$ cat src/rtl/move_sequencer_pkg.sv
// Shared types, move codes and the move-delta helper for the move sequencer.
package move_sequencer_pkg;

    localparam int unsigned FIELD_COL_CNT_WIDTH = 4;
    localparam int unsigned FIELD_ROW_CNT_WIDTH = 5;
    localparam int unsigned BX_W                = FIELD_COL_CNT_WIDTH + 1;
    localparam int unsigned BY_W                = FIELD_ROW_CNT_WIDTH + 1;
    localparam int unsigned MOVE_W              = 3;

    localparam logic [MOVE_W-1:0] MOVE_LEFT   = 3'd1;
    localparam logic [MOVE_W-1:0] MOVE_RIGHT  = 3'd2;
    localparam logic [MOVE_W-1:0] MOVE_DOWN   = 3'd3;
    localparam logic [MOVE_W-1:0] MOVE_ROTATE = 3'd4;
    localparam logic [MOVE_W-1:0] MOVE_APPEAR = 3'd5;

    typedef logic [1:0] seq_state_t;
    localparam seq_state_t ST_IDLE  = 2'd0;
    localparam seq_state_t ST_ISSUE = 2'd1;
    localparam seq_state_t ST_WAIT  = 2'd2;

    typedef struct packed {
        logic signed [1:0] dx;
        logic signed [1:0] dy;
        logic        [1:0] drot;
    } move_delta_t;

    // Position change applied when a move is accepted (APPEAR handled separately).
    function automatic move_delta_t move_delta(input logic [MOVE_W-1:0] code);
        move_delta_t d;
        d = '0;
        case (code)
            MOVE_LEFT:   d.dx   = -2'sd1;
            MOVE_RIGHT:  d.dx   = 2'sd1;
            MOVE_DOWN:   d.dy   = 2'sd1;
            MOVE_ROTATE: d.drot = 2'd1;
            default:     d      = '0;
        endcase
        return d;
    endfunction

endpackage

$ cat src/rtl/move_sequencer_if.sv
// Handshake between the move sequencer (master) and the move checker (slave).
interface move_sequencer_if;
    import move_sequencer_pkg::*;

    logic              check_run;
    logic [MOVE_W-1:0] check_req_move;
    logic              check_done;
    logic              check_can_move;

    modport master (output check_run, output check_req_move,
                    input  check_done, input check_can_move);
    modport slave  (input  check_run, input check_req_move,
                    output check_done, output check_can_move);
endinterface

$ cat src/rtl/move_sequencer_arbiter.sv
// move_req_arbiter: pending request latches, priority select and user handshake.
module move_req_arbiter
    import move_sequencer_pkg::*;
(
    input  logic              clk,
    input  logic              rst,
    input  logic              appear_req_i,
    input  logic              gravity_tick_i,
    input  logic              user_valid_i,
    input  logic [MOVE_W-1:0] user_move_i,
    input  logic              idle_i,
    input  logic              block_active_i,
    input  logic              drop_grav_i,
    output logic              grant_valid_c,
    output logic [MOVE_W-1:0] grant_move_c,
    output logic              user_ready_c
);

    logic appear_pend_q, appear_pend_d;
    logic grav_pend_q, grav_pend_d;
    logic appear_eff, grav_eff, take_appear, take_grav, user_legal;

    // A request pulse is visible in the same cycle so an idle sequencer issues next cycle.
    assign appear_eff = appear_pend_q | appear_req_i;
    assign grav_eff   = grav_pend_q | gravity_tick_i;
    assign user_legal = user_move_i inside {MOVE_LEFT, MOVE_RIGHT, MOVE_DOWN, MOVE_ROTATE};

    // Priority: appear > gravity (only with a live block) > user.
    always_comb begin
        grant_valid_c = 1'b0;
        grant_move_c  = MOVE_LEFT;
        user_ready_c  = 1'b0;
        take_appear   = 1'b0;
        take_grav     = 1'b0;
        if (idle_i) begin
            if (appear_eff) begin
                grant_valid_c = 1'b1;
                grant_move_c  = MOVE_APPEAR;
                take_appear   = 1'b1;
            end else if (grav_eff && block_active_i) begin
                grant_valid_c = 1'b1;
                grant_move_c  = MOVE_DOWN;
                take_grav     = 1'b1;
            end else begin
                user_ready_c = 1'b1;
                // Moves without a falling block (or illegal codes) are consumed and dropped.
                if (user_valid_i && block_active_i && user_legal) begin
                    grant_valid_c = 1'b1;
                    grant_move_c  = user_move_i;
                end
            end
        end
        appear_pend_d = appear_eff & ~take_appear;
        grav_pend_d   = grav_eff & ~take_grav & ~drop_grav_i;
    end

    // Pending flag registers.
    always_ff @(posedge clk) begin
        if (rst) begin
            appear_pend_q <= 1'b0;
            grav_pend_q   <= 1'b0;
        end else begin
            appear_pend_q <= appear_pend_d;
            grav_pend_q   <= grav_pend_d;
        end
    end

endmodule

$ cat src/rtl/move_sequencer.sv
// move_sequencer: owns the falling block position and runs one checker transaction at a time.
module move_sequencer
    import move_sequencer_pkg::*;
#(
    parameter int SPAWN_X      = 4,
    parameter int SPAWN_Y      = 0,
    parameter int DONE_TIMEOUT = 31
) (
    input  logic                   clk,
    input  logic                   rst,
    input  logic                   appear_req,
    input  logic                   gravity_tick,
    input  logic                   user_valid,
    input  logic [MOVE_W-1:0]      user_move,
    output logic                   user_ready,
    move_sequencer_if.master       chk,
    output logic signed [BX_W-1:0] b_x,
    output logic signed [BY_W-1:0] b_y,
    output logic [1:0]             b_rotation,
    output logic                   block_active,
    output logic                   busy,
    output logic                   landed,
    output logic                   game_over,
    output logic                   timeout_err
);

    localparam int unsigned CNT_W = $clog2(DONE_TIMEOUT + 1);

    seq_state_t            state_q, state_d;
    logic [MOVE_W-1:0]     move_q, move_d;
    logic [CNT_W-1:0]      cnt_q, cnt_d;
    logic signed [BX_W-1:0] x_q, x_d, sv_x_q, sv_x_d;
    logic signed [BY_W-1:0] y_q, y_d, sv_y_q, sv_y_d;
    logic [1:0]            rot_q, rot_d, sv_rot_q, sv_rot_d;
    logic                  active_q, active_d;
    logic                  run_q, run_d, busy_q, busy_d;
    logic                  landed_q, landed_d, over_q, over_d, tmo_q, tmo_d;
    logic                  grant_valid_c, drop_grav_c;
    logic [MOVE_W-1:0]     grant_move_c;
    move_delta_t           dlt;

    move_req_arbiter u_arb (
        .clk            (clk),
        .rst            (rst),
        .appear_req_i   (appear_req),
        .gravity_tick_i (gravity_tick),
        .user_valid_i   (user_valid),
        .user_move_i    (user_move),
        .idle_i         (state_q == ST_IDLE),
        .block_active_i (active_q),
        .drop_grav_i    (drop_grav_c),
        .grant_valid_c  (grant_valid_c),
        .grant_move_c   (grant_move_c),
        .user_ready_c   (user_ready)
    );

    // Next-state, position commit/refusal and watchdog.
    always_comb begin
        state_d     = state_q;
        move_d      = move_q;
        cnt_d       = cnt_q;
        x_d         = x_q;
        y_d         = y_q;
        rot_d       = rot_q;
        sv_x_d      = sv_x_q;
        sv_y_d      = sv_y_q;
        sv_rot_d    = sv_rot_q;
        active_d    = active_q;
        tmo_d       = tmo_q;
        run_d       = 1'b0;
        busy_d      = 1'b0;
        landed_d    = 1'b0;
        over_d      = 1'b0;
        drop_grav_c = 1'b0;
        dlt         = move_delta(move_q);
        case (state_q)
            ST_IDLE: begin
                if (grant_valid_c) begin
                    state_d = ST_ISSUE;
                    move_d  = grant_move_c;
                    cnt_d   = '0;
                    run_d   = 1'b1;
                    busy_d  = 1'b1;
                    // Show spawn coordinates to the checker; keep the old ones for a refusal.
                    if (grant_move_c == MOVE_APPEAR) begin
                        sv_x_d   = x_q;
                        sv_y_d   = y_q;
                        sv_rot_d = rot_q;
                        x_d      = BX_W'(SPAWN_X);
                        y_d      = BY_W'(SPAWN_Y);
                        rot_d    = 2'd0;
                    end
                end
            end
            ST_ISSUE: begin
                state_d = ST_WAIT;
                busy_d  = 1'b1;
                cnt_d   = cnt_q + CNT_W'(1);
            end
            ST_WAIT: begin
                busy_d = 1'b1;
                cnt_d  = cnt_q + CNT_W'(1);
                if (chk.check_done || (cnt_q == CNT_W'(DONE_TIMEOUT - 1))) begin
                    state_d = ST_IDLE;
                    busy_d  = 1'b0;
                    if (!chk.check_done) tmo_d = 1'b1;
                    if (chk.check_done && chk.check_can_move) begin
                        if (move_q == MOVE_APPEAR) begin
                            active_d = 1'b1;
                        end else begin
                            x_d   = x_q + BX_W'(dlt.dx);
                            y_d   = y_q + BY_W'(dlt.dy);
                            rot_d = rot_q + dlt.drot;
                        end
                    end else begin
                        if (move_q == MOVE_DOWN) begin
                            landed_d    = 1'b1;
                            active_d    = 1'b0;
                            drop_grav_c = 1'b1;
                        end else if (move_q == MOVE_APPEAR) begin
                            over_d = 1'b1;
                            x_d    = sv_x_q;
                            y_d    = sv_y_q;
                            rot_d  = sv_rot_q;
                        end
                    end
                end
            end
            default: state_d = ST_IDLE;
        endcase
    end

    // State, position and output registers.
    always_ff @(posedge clk) begin
        if (rst) begin
            state_q  <= ST_IDLE;
            move_q   <= MOVE_LEFT;
            cnt_q    <= '0;
            x_q      <= BX_W'(SPAWN_X);
            y_q      <= BY_W'(SPAWN_Y);
            rot_q    <= 2'd0;
            sv_x_q   <= BX_W'(SPAWN_X);
            sv_y_q   <= BY_W'(SPAWN_Y);
            sv_rot_q <= 2'd0;
            active_q <= 1'b0;
            run_q    <= 1'b0;
            busy_q   <= 1'b0;
            landed_q <= 1'b0;
            over_q   <= 1'b0;
            tmo_q    <= 1'b0;
        end else begin
            state_q  <= state_d;
            move_q   <= move_d;
            cnt_q    <= cnt_d;
            x_q      <= x_d;
            y_q      <= y_d;
            rot_q    <= rot_d;
            sv_x_q   <= sv_x_d;
            sv_y_q   <= sv_y_d;
            sv_rot_q <= sv_rot_d;
            active_q <= active_d;
            run_q    <= run_d;
            busy_q   <= busy_d;
            landed_q <= landed_d;
            over_q   <= over_d;
            tmo_q    <= tmo_d;
        end
    end

    assign chk.check_run      = run_q;
    assign chk.check_req_move = move_q;
    assign b_x                = x_q;
    assign b_y                = y_q;
    assign b_rotation         = rot_q;
    assign block_active       = active_q;
    assign busy               = busy_q;
    assign landed             = landed_q;
    assign game_over          = over_q;
    assign timeout_err        = tmo_q;

endmodule

$ cat src/flat_wrapper.sv
// flat-port wrapper written by rule: the top's interface ports become plain ports
module move_sequencer_flat import move_sequencer_pkg::*;
#(
    parameter int SPAWN_X      = 4,
    parameter int SPAWN_Y      = 0,
    parameter int DONE_TIMEOUT = 31
)
  (clk, rst, appear_req, gravity_tick, user_valid, user_move, user_ready, b_x, b_y, b_rotation, block_active, busy, landed, game_over, timeout_err, chk_check_run, chk_check_req_move, chk_check_done, chk_check_can_move);
  move_sequencer_if chk_i ();
  input  logic clk;
  input  logic rst;
  input  logic appear_req;
  input  logic gravity_tick;
  input  logic user_valid;
  input  logic [MOVE_W-1:0] user_move;
  output logic user_ready;
  output logic signed [BX_W-1:0] b_x;
  output logic signed [BY_W-1:0] b_y;
  output logic [1:0] b_rotation;
  output logic block_active;
  output logic busy;
  output logic landed;
  output logic game_over;
  output logic timeout_err;
  output wire logic [$bits(chk_i.check_run)-1:0] chk_check_run;
  output wire logic [$bits(chk_i.check_req_move)-1:0] chk_check_req_move;
  input wire logic [$bits(chk_i.check_done)-1:0] chk_check_done;
  input wire logic [$bits(chk_i.check_can_move)-1:0] chk_check_can_move;
  assign chk_check_run = chk_i.check_run;
  assign chk_check_req_move = chk_i.check_req_move;
  assign chk_i.check_done = chk_check_done;
  assign chk_i.check_can_move = chk_check_can_move;
  move_sequencer #(.SPAWN_X(SPAWN_X), .SPAWN_Y(SPAWN_Y), .DONE_TIMEOUT(DONE_TIMEOUT)) u_core (.clk(clk), .rst(rst), .appear_req(appear_req), .gravity_tick(gravity_tick), .user_valid(user_valid), .user_move(user_move), .user_ready(user_ready), .chk(chk_i), .b_x(b_x), .b_y(b_y), .b_rotation(b_rotation), .block_active(block_active), .busy(busy), .landed(landed), .game_over(game_over), .timeout_err(timeout_err));
endmodule
$ cat config.mk
export PLATFORM = sky130hd
export DESIGN_NAME = move_sequencer_flat
export DESIGN_NICKNAME = d
export VERILOG_FILES = /design/src/rtl/move_sequencer_pkg.sv /design/src/rtl/move_sequencer_if.sv /design/src/rtl/move_sequencer_arbiter.sv /design/src/rtl/move_sequencer.sv /design/src/flat_wrapper.sv
export SDC_FILE = /design/constraint.sdc
export NUM_CORES = 1
export LEC_CHECK = 0
export CAP_MARGIN = 0
export CORE_MARGIN = 1.5
export CORE_UTILIZATION = 54
export DETAILED_ROUTE_END_ITERATION = 8
export PLACE_DENSITY = 0.79
export SETUP_SLACK_MARGIN = 0.1
export SYNTH_ARGS = -nofsm -noshare
export SYNTH_HDL_FRONTEND = slang
export SYNTH_HIERARCHICAL = 1
export SYNTH_SLANG_ARGS = --single-unit
$ cat constraint.sdc
create_clock -name clk -period 3.4 [get_ports clk]
set_input_delay 1.02 -clock clk [delete_from_list [all_inputs] [get_ports clk]]
set_output_delay 1.02 -clock clk [all_outputs]
set_load 0.005 [all_outputs]
==> qor.yml, run 1 <==
run_status:
  status: "finished clean"
setup_path:
  cp-start-kind: "primary input"
  cp_max_fo: 8
  worst_setup_path_end_kind: "flop"
  worstSetupPathType: "primary input to flop"
  crit_required_ns: 3.59
  crit_arrival_ns: 3.36
  regToRegSetupSlack_ns: 0.72
logic_synthesis:
  synth-main-ff-cell: "dfxtp_1"
  synth_top_area_share_pct: 37.73
  synth_area_per_cell_um2: 8.521
  synthesis.nets: 298
  yosys.cell_types.count: 53
  synthTopCellsByArea: "dfxtp_1 38%, ha_1 7.0%, nand2_1 6.3%"
  synth_edf_count: 0
  async_flop_share_pct: 0
  yosys.area.top_type: "dfxtp_1"
  synth-warning-count: 6
  ys_ff_latch: 44
  synth_area_um2: 2335
  syn_inst: 274
  ys_seq_area_share_pct: 37.73
finish:
  fill_cells: 344
  num_antenna_cells: 0
  areaGrowthSynthToFinish_pct: 23.20
  nNetsFinal: 342
  final_cell_mix: "44 x dfxtp_1, 39 x nand2_1, 32 x nor2_1"
  final_cells: 368
  drive_above_1_share_pct: 9.748
  layout_commonest_cell: "dfxtp_1"
place:
  place_congestion: 0.7658
  placed_cells: 359
  port_buffers: 32
  dp_hpwl_mm: 3.894
global_route:
  antenna_found_initial: 0
  grt.overflow.total: 0
  grt_usage_pct: 24.86
  grt_pass1_wl_mm: 8.597
  grt_max_degree: 18
  grt_pass1_vias: 1933
sta:
  final.min_clock_period_ns: 3.174
  max_freq_mhz: 315.1
  maxSlewViolCount: 0
  hold_viol: 0
  maxSlewHeadroom_pct: 56.45
  rsz0062_at_grt: "false"
  finalSetupViolations: 0
  whs_ns: 0.4952
  finalSetupTns_ns: 0
  skew_ns: 0.004863
  period_share_pct: 93.34
  worst_pin_slew_ns: 0.6533
clocking:
  numClockSinks: 44
  cts_hold_buf: 0
  clk_pin_slew_worst_paths_ns: 0.07
  cts_tree: "yes"
  clkLatencyLatePin_ns: 0.30
  cts_buffers: 5
  clockRootBuffer: "clkbuf_8"
  cts_htree_levels: 2
  clockBufferDepth: 2
floorplan:
  start_util_pct: 57.13
  core_um2: 4086
  dieHeight_um: 68.76
  die-area_um2: 4727
  io_pins: 33
  row_count: 23
  die_w_um: 68.76
detailed_routing:
  drc_errors: 0
  drt_iter0_markers: 140
  drtAntennaViolNets: 0
  viasPerCell: 5.677
  vias: 2089
  first_pass_iters: 4
  detail_route.wl_per_cell_um: 14.49
  routed_wl_mm: 5.331
pwr:
  report.power.total_mw: 1.468
  switching_share_pct: 34.42
  switching_power_uw: 505.2
  p_seq_share_pct: 41.0
  leakage_nw: 1.187
  power.density_nw_per_um2: 510.2
  ir_drop_v: 0.0004303
  p_comb_share_pct: 38.2
  internal_power_uw: 962.5
  p_clk_share_pct: 20.8
flow_run:
  cap_violations: 0
hold_path:
  hold_path_class: "flop to flop"
==> worst paths after layout <==
| check | startpoint | to | depth (start not counted) |
|---|---|---|---|
| max | user_move[1] | u_core/b_y[3] | 9 |
| min | u_core/sv_y_q[2] | u_core/sv_y_q[2] | 2 |
| max reg2reg | u_core/state_q[0] | u_core/b_y[3] | 11 |
| min reg2reg | u_core/sv_y_q[2] | u_core/sv_y_q[2] | 2 |
==> power groups by stage <==
stage	registers [mW]	clock network [mW]	logic, mW
6_report	0.601	0.305	0.561
5_1_grt	0.610	0.334	0.613
4_1_cts	0.601	0.313	0.544
3_5_place_dp	0.612	0	0.536
3_3_place_gp	0.610	0	0.523
2_1_floorplan	0.605	0	0.365
==> state kept, by name, summed over array words and instances (netlist names), 2 cells and up <==
register	count
u_core/state_q	2
u_core/chk.check_req_move	3
u_core/b_x	5
u_core/b_rotation	2
u_core/sv_x_q	5
u_core/cnt_q	5
u_core/sv_y_q	6
u_core/sv_rot_q	2
u_core/b_y	6
==> synth_stat cells (3+ instances only) <==
cell type	n
clkbuf_1	6
mux2i_1	12
xor2_1	5
o211ai_1	3
and3_1	3
dfxtp_1	44
nor3_1	5
nand3_1	16
nand4_1	3
ha_1	13
nor2b_1	5
a211oi_1	3
a21oi_1	18
o21ai_1	5
buf_2	5
xnor2_1	6
nor2_1	32
inv_1	9
nand2_1	39
o21ai_0	3
==> critical path, stage by stage <==
cell,delay (ns)
clkdlybuf4s50_1,0.47
o21a_1,0.21
o311ai_0,0.33
o311a_1,0.31
nand4_4,0.14
buf_4,0.19
a221o_1,0.44
a21oi_1,0.17
nor3_1,0.06
==> timing repair <==
action                     in CTS  in global routing
setup buffers                   1                  1
pin swaps                       2                  3
resized for setup               2                  3
setup endpoints to repair       1                  6
gates cloned                    0                  0
==> logic make-up (layout without fill, tap and decap cells) <==
kind of cell | Yosys count | in the layout | synth area share (%)
XOR/XNOR | 12 | 12 | 4.823
flip-flops | 44 | 44 | 37.73
AO/OA/AOI/OAI | 53 | 53 | 16.08
multiplexers | 13 | 13 | 5.627
AND/OR/NAND/NOR | 115 | 115 | 23.26
adder cells (fa/ha/maj) | 14 | 14 | 7.824
buffers and inverters | 23 | 67 | 4.662
==> layout make-up <==
class                   instances  area (um2)  area share, %
flip-flops and latches         44       880.8          30.62
clock inverters                 1       5.005         0.1740
repair buffers                 51       467.9          16.27
clock buffers                   6       72.57          2.523
well taps                      50       62.56          2.175
multi-input cells             207        1354          47.06
inverters                       9       33.78          1.174
==> per-layer routing <==
layer | vias up | part of all wire [%] | global-route usage, %
li1 | 1041 | - | -
met1 | 975 | 44 | 28.61
met2 | 61 | 49 | 44.23
met3 | 12 | 4.7 | 5.519
met4 | 0 | 2.3 | 10.29
met5 | - | 0 | 0
==> per-stage QoR <==
step | utilization [%] | worst slack, ns | area (um2)
2_1_floorplan | - | 0.4292 | 2335
4_1_cts | 69.84 | 0.2358 | 2854
3_5_place_dp | 67.79 | -0.08850 | 2770
3_3_place_gp | 67.79 | -0.01625 | 2770
5_1_grt | 70.39 | 0.1055 | 2877
6_report | 70.39 | 0.2264 | 2877
No activity file was read; power rests on OpenSTA's default activity.
==> inputs of run 2 (changes only) <==
--- a/config.mk
+++ b/config.mk
@@ -6,9 +6,10 @@
 export NUM_CORES = 1
 export LEC_CHECK = 0
 export CAP_MARGIN = 0
-export CORE_MARGIN = 1.5
+export CORE_MARGIN = 4
 export CORE_UTILIZATION = 54
 export DETAILED_ROUTE_END_ITERATION = 8
+export GPL_ROUTABILITY_DRIVEN = 0
 export PLACE_DENSITY = 0.79
 export SETUP_SLACK_MARGIN = 0.1
 export SYNTH_ARGS = -nofsm -noshare
==> run 2 against run 1 <==
Against the previous run: worst setup slack worse by 0.010 ns; clock skew fell by 0.00071 ns; via count shrank 3.3%; fmax down 0.32%; register-to-register slack better by 0.05 ns; sequential cell count unchanged; first-iteration DRC count fell by 6.4%; combinational power decreased by 5.5%; hold slack got worse by 0.013 ns; critical path depth unchanged; sequential power barely moved; largest power group unchanged.
==> qor.yml, run 2 (synthesized netlist as in run 1, its figures left out) <==
setup_path:
  worst_setup_path_end_kind: "flop"
  cp-start-kind: "primary input"
  crit_start: "user_move[2]"
  crit_arrival_ns: 3.36
  cp_max_fo: 8
  r2r.worst_path.cells: 10
  rr_startpoint: "u_core/state_q[0]"
  crit_required_ns: 3.58
  cp_cell_sequence: "clkdlybuf4s50_1 > or4b_1 > nor3_2 > o31a_1 > nand4_2 > buf_4 > a221o_2 > nor2_1 > o21ai_1"
  cpMaxStageDelayCell: "clkdlybuf4s50_1"
  worstSetupPathType: "primary input to flop"
  slowest_delay_ns: 0.51
floorplan:
  die-area_um2: 5440
  dieHeight_um: 73.76
  row_count: 23
  io_pins: 33
  core_um2: 4086
  die_w_um: 73.76
  start_util_pct: 57.13
finish:
  fin_util_pct: 69.72
  fill_cells: 369
  final_cell_mix: "44 x dfxtp_1, 39 x nand2_1, 32 x nor2_1"
  areaGrowthSynthToFinish_pct: 22.03
  final_area_um2: 2849
  nNetsFinal: 338
  drive_above_1_share_pct: 8.889
  seqCellArea_um2: 880.8
  layout_commonest_cell: "dfxtp_1"
  multi_input_area_um2: 1346
  num_antenna_cells: 0
place:
  postPlaceCellArea_um2: 2755
  port_buffers: 32
  dp_hpwl_mm: 3.701
  dp_slack_ns: -0.08069
global_route:
  antenna_found_initial: 0
  grt_usage_pct: 20.60
  grt_pass1_vias: 1993
  grt_pass1_wl_mm: 8.845
  grt_max_degree: 35
  grt.overflow.total: 0
detailed_routing:
  detail_route.wl_per_cell_um: 13.93
  viasPerCell: 5.534
  vias: 2020
  drt_iter0_markers: 131
  drc_errors: 0
  first_pass_iters: 4
  drtAntennaViolNets: 0
  routed_wl_mm: 5.086
clocking:
  clk_pin_slew_worst_paths_ns: 0.08
  cts_hold_buf: 0
  clkLatencyLatePin_ns: 0.29
  cts_buffers: 5
  cts_tree: "yes"
  clockRootBuffer: "clkbuf_8"
  numClockSinks: 44
  clockBufferDepth: 2
  cts_htree_levels: 2
sta:
  final.min_clock_period_ns: 3.184
  whs_ns: 0.4821
  hold_viol: 0
  rsz0062_at_grt: "true"
  maxSlewHeadroom_pct: 54.41
  skew_ns: 0.004155
  worst_pin_slew_ns: 0.6838
  max_freq_mhz: 314.1
  period_share_pct: 93.64
  maxSlewViolCount: 0
  finalSetupViolations: 0
  timing.final.ws_setup_ns: 0.2164
run_status:
  status: "finished clean"
hold_path:
  hold_path_depth: 2
  hold_path_class: "flop to flop"
  min_from: "u_core/sv_x_q[2]"
pwr:
  switching_power_uw: 499.8
  power.density_nw_per_um2: 516.0
  internal_power_uw: 970.2
  ir_drop_v: 0.0004015
  p_comb_share_pct: 36.1
  p_clk_share_pct: 23.0
  leakage_nw: 1.160
  p_seq_share_pct: 40.9
  switching_share_pct: 34.00
  report.power.total_mw: 1.470
flow_run:
  cap_violations: 0
-- run 2: power by group through the flow --
stage | Combinational [mW] | Sequential (mW) | Clock [mW]
final | 0.530 | 0.601 | 0.338
after global routing | 0.587 | 0.610 | 0.363
after CTS | 0.525 | 0.601 | 0.342
after detailed placement | 0.525 | 0.613 | 0
after global placement | 0.516 | 0.611 | 0
after floorplan | 0.365 | 0.605 | 0
-- run 2: critical path: cells and delay by family --
family	cells	cell delay [ns]
buffers and inverters	2	0.75
AO/OA/AOI/OAI	3	0.69
AND/OR/NAND/NOR	4	0.90
-- run 2: what timing repair did --
item / in CTS / in global routing
pin swaps: 0 / 1
buffers inserted: 0 / 0
cloned: 0 / 0
resized for setup: 1 / 2
endpoints found under the setup margin: 1 / 1
-- run 2: cell type report --
type,count,share of cell area (%)
clock buffer,8,3.162
sequential,44,30.92
tap,50,2.196
inverter,9,1.186
timing repair buffer,47,15.28
multi-input combinational,207,47.26
-- run 2: metal layers --
layer	vias up	wire length (um)	global-route usage (%)
met5	-	0	0
met4	0	36	6.036
met3	4	197	4.925
met2	40	2390	33.56
met1	937	2462	26.95
li1	1039	-	-
-- run 2: stage by stage --
step	instances	setup TNS, ns
detailed placement	357	-0.3618
global placement	357	-0.1063
finish	365	0
global route	365	0
floorplan	274	0
CTS	365	0
-- run 2: worst paths after layout --
| kind | endpoint | slack (ns) |
|---|---|---|
| max | u_core/b_x[2] | 0.22 |
| min | u_core/sv_x_q[2] | 0.48 |
| max reg2reg | u_core/b_x[2] | 0.77 |
| min reg2reg | u_core/sv_x_q[2] | 0.48 |
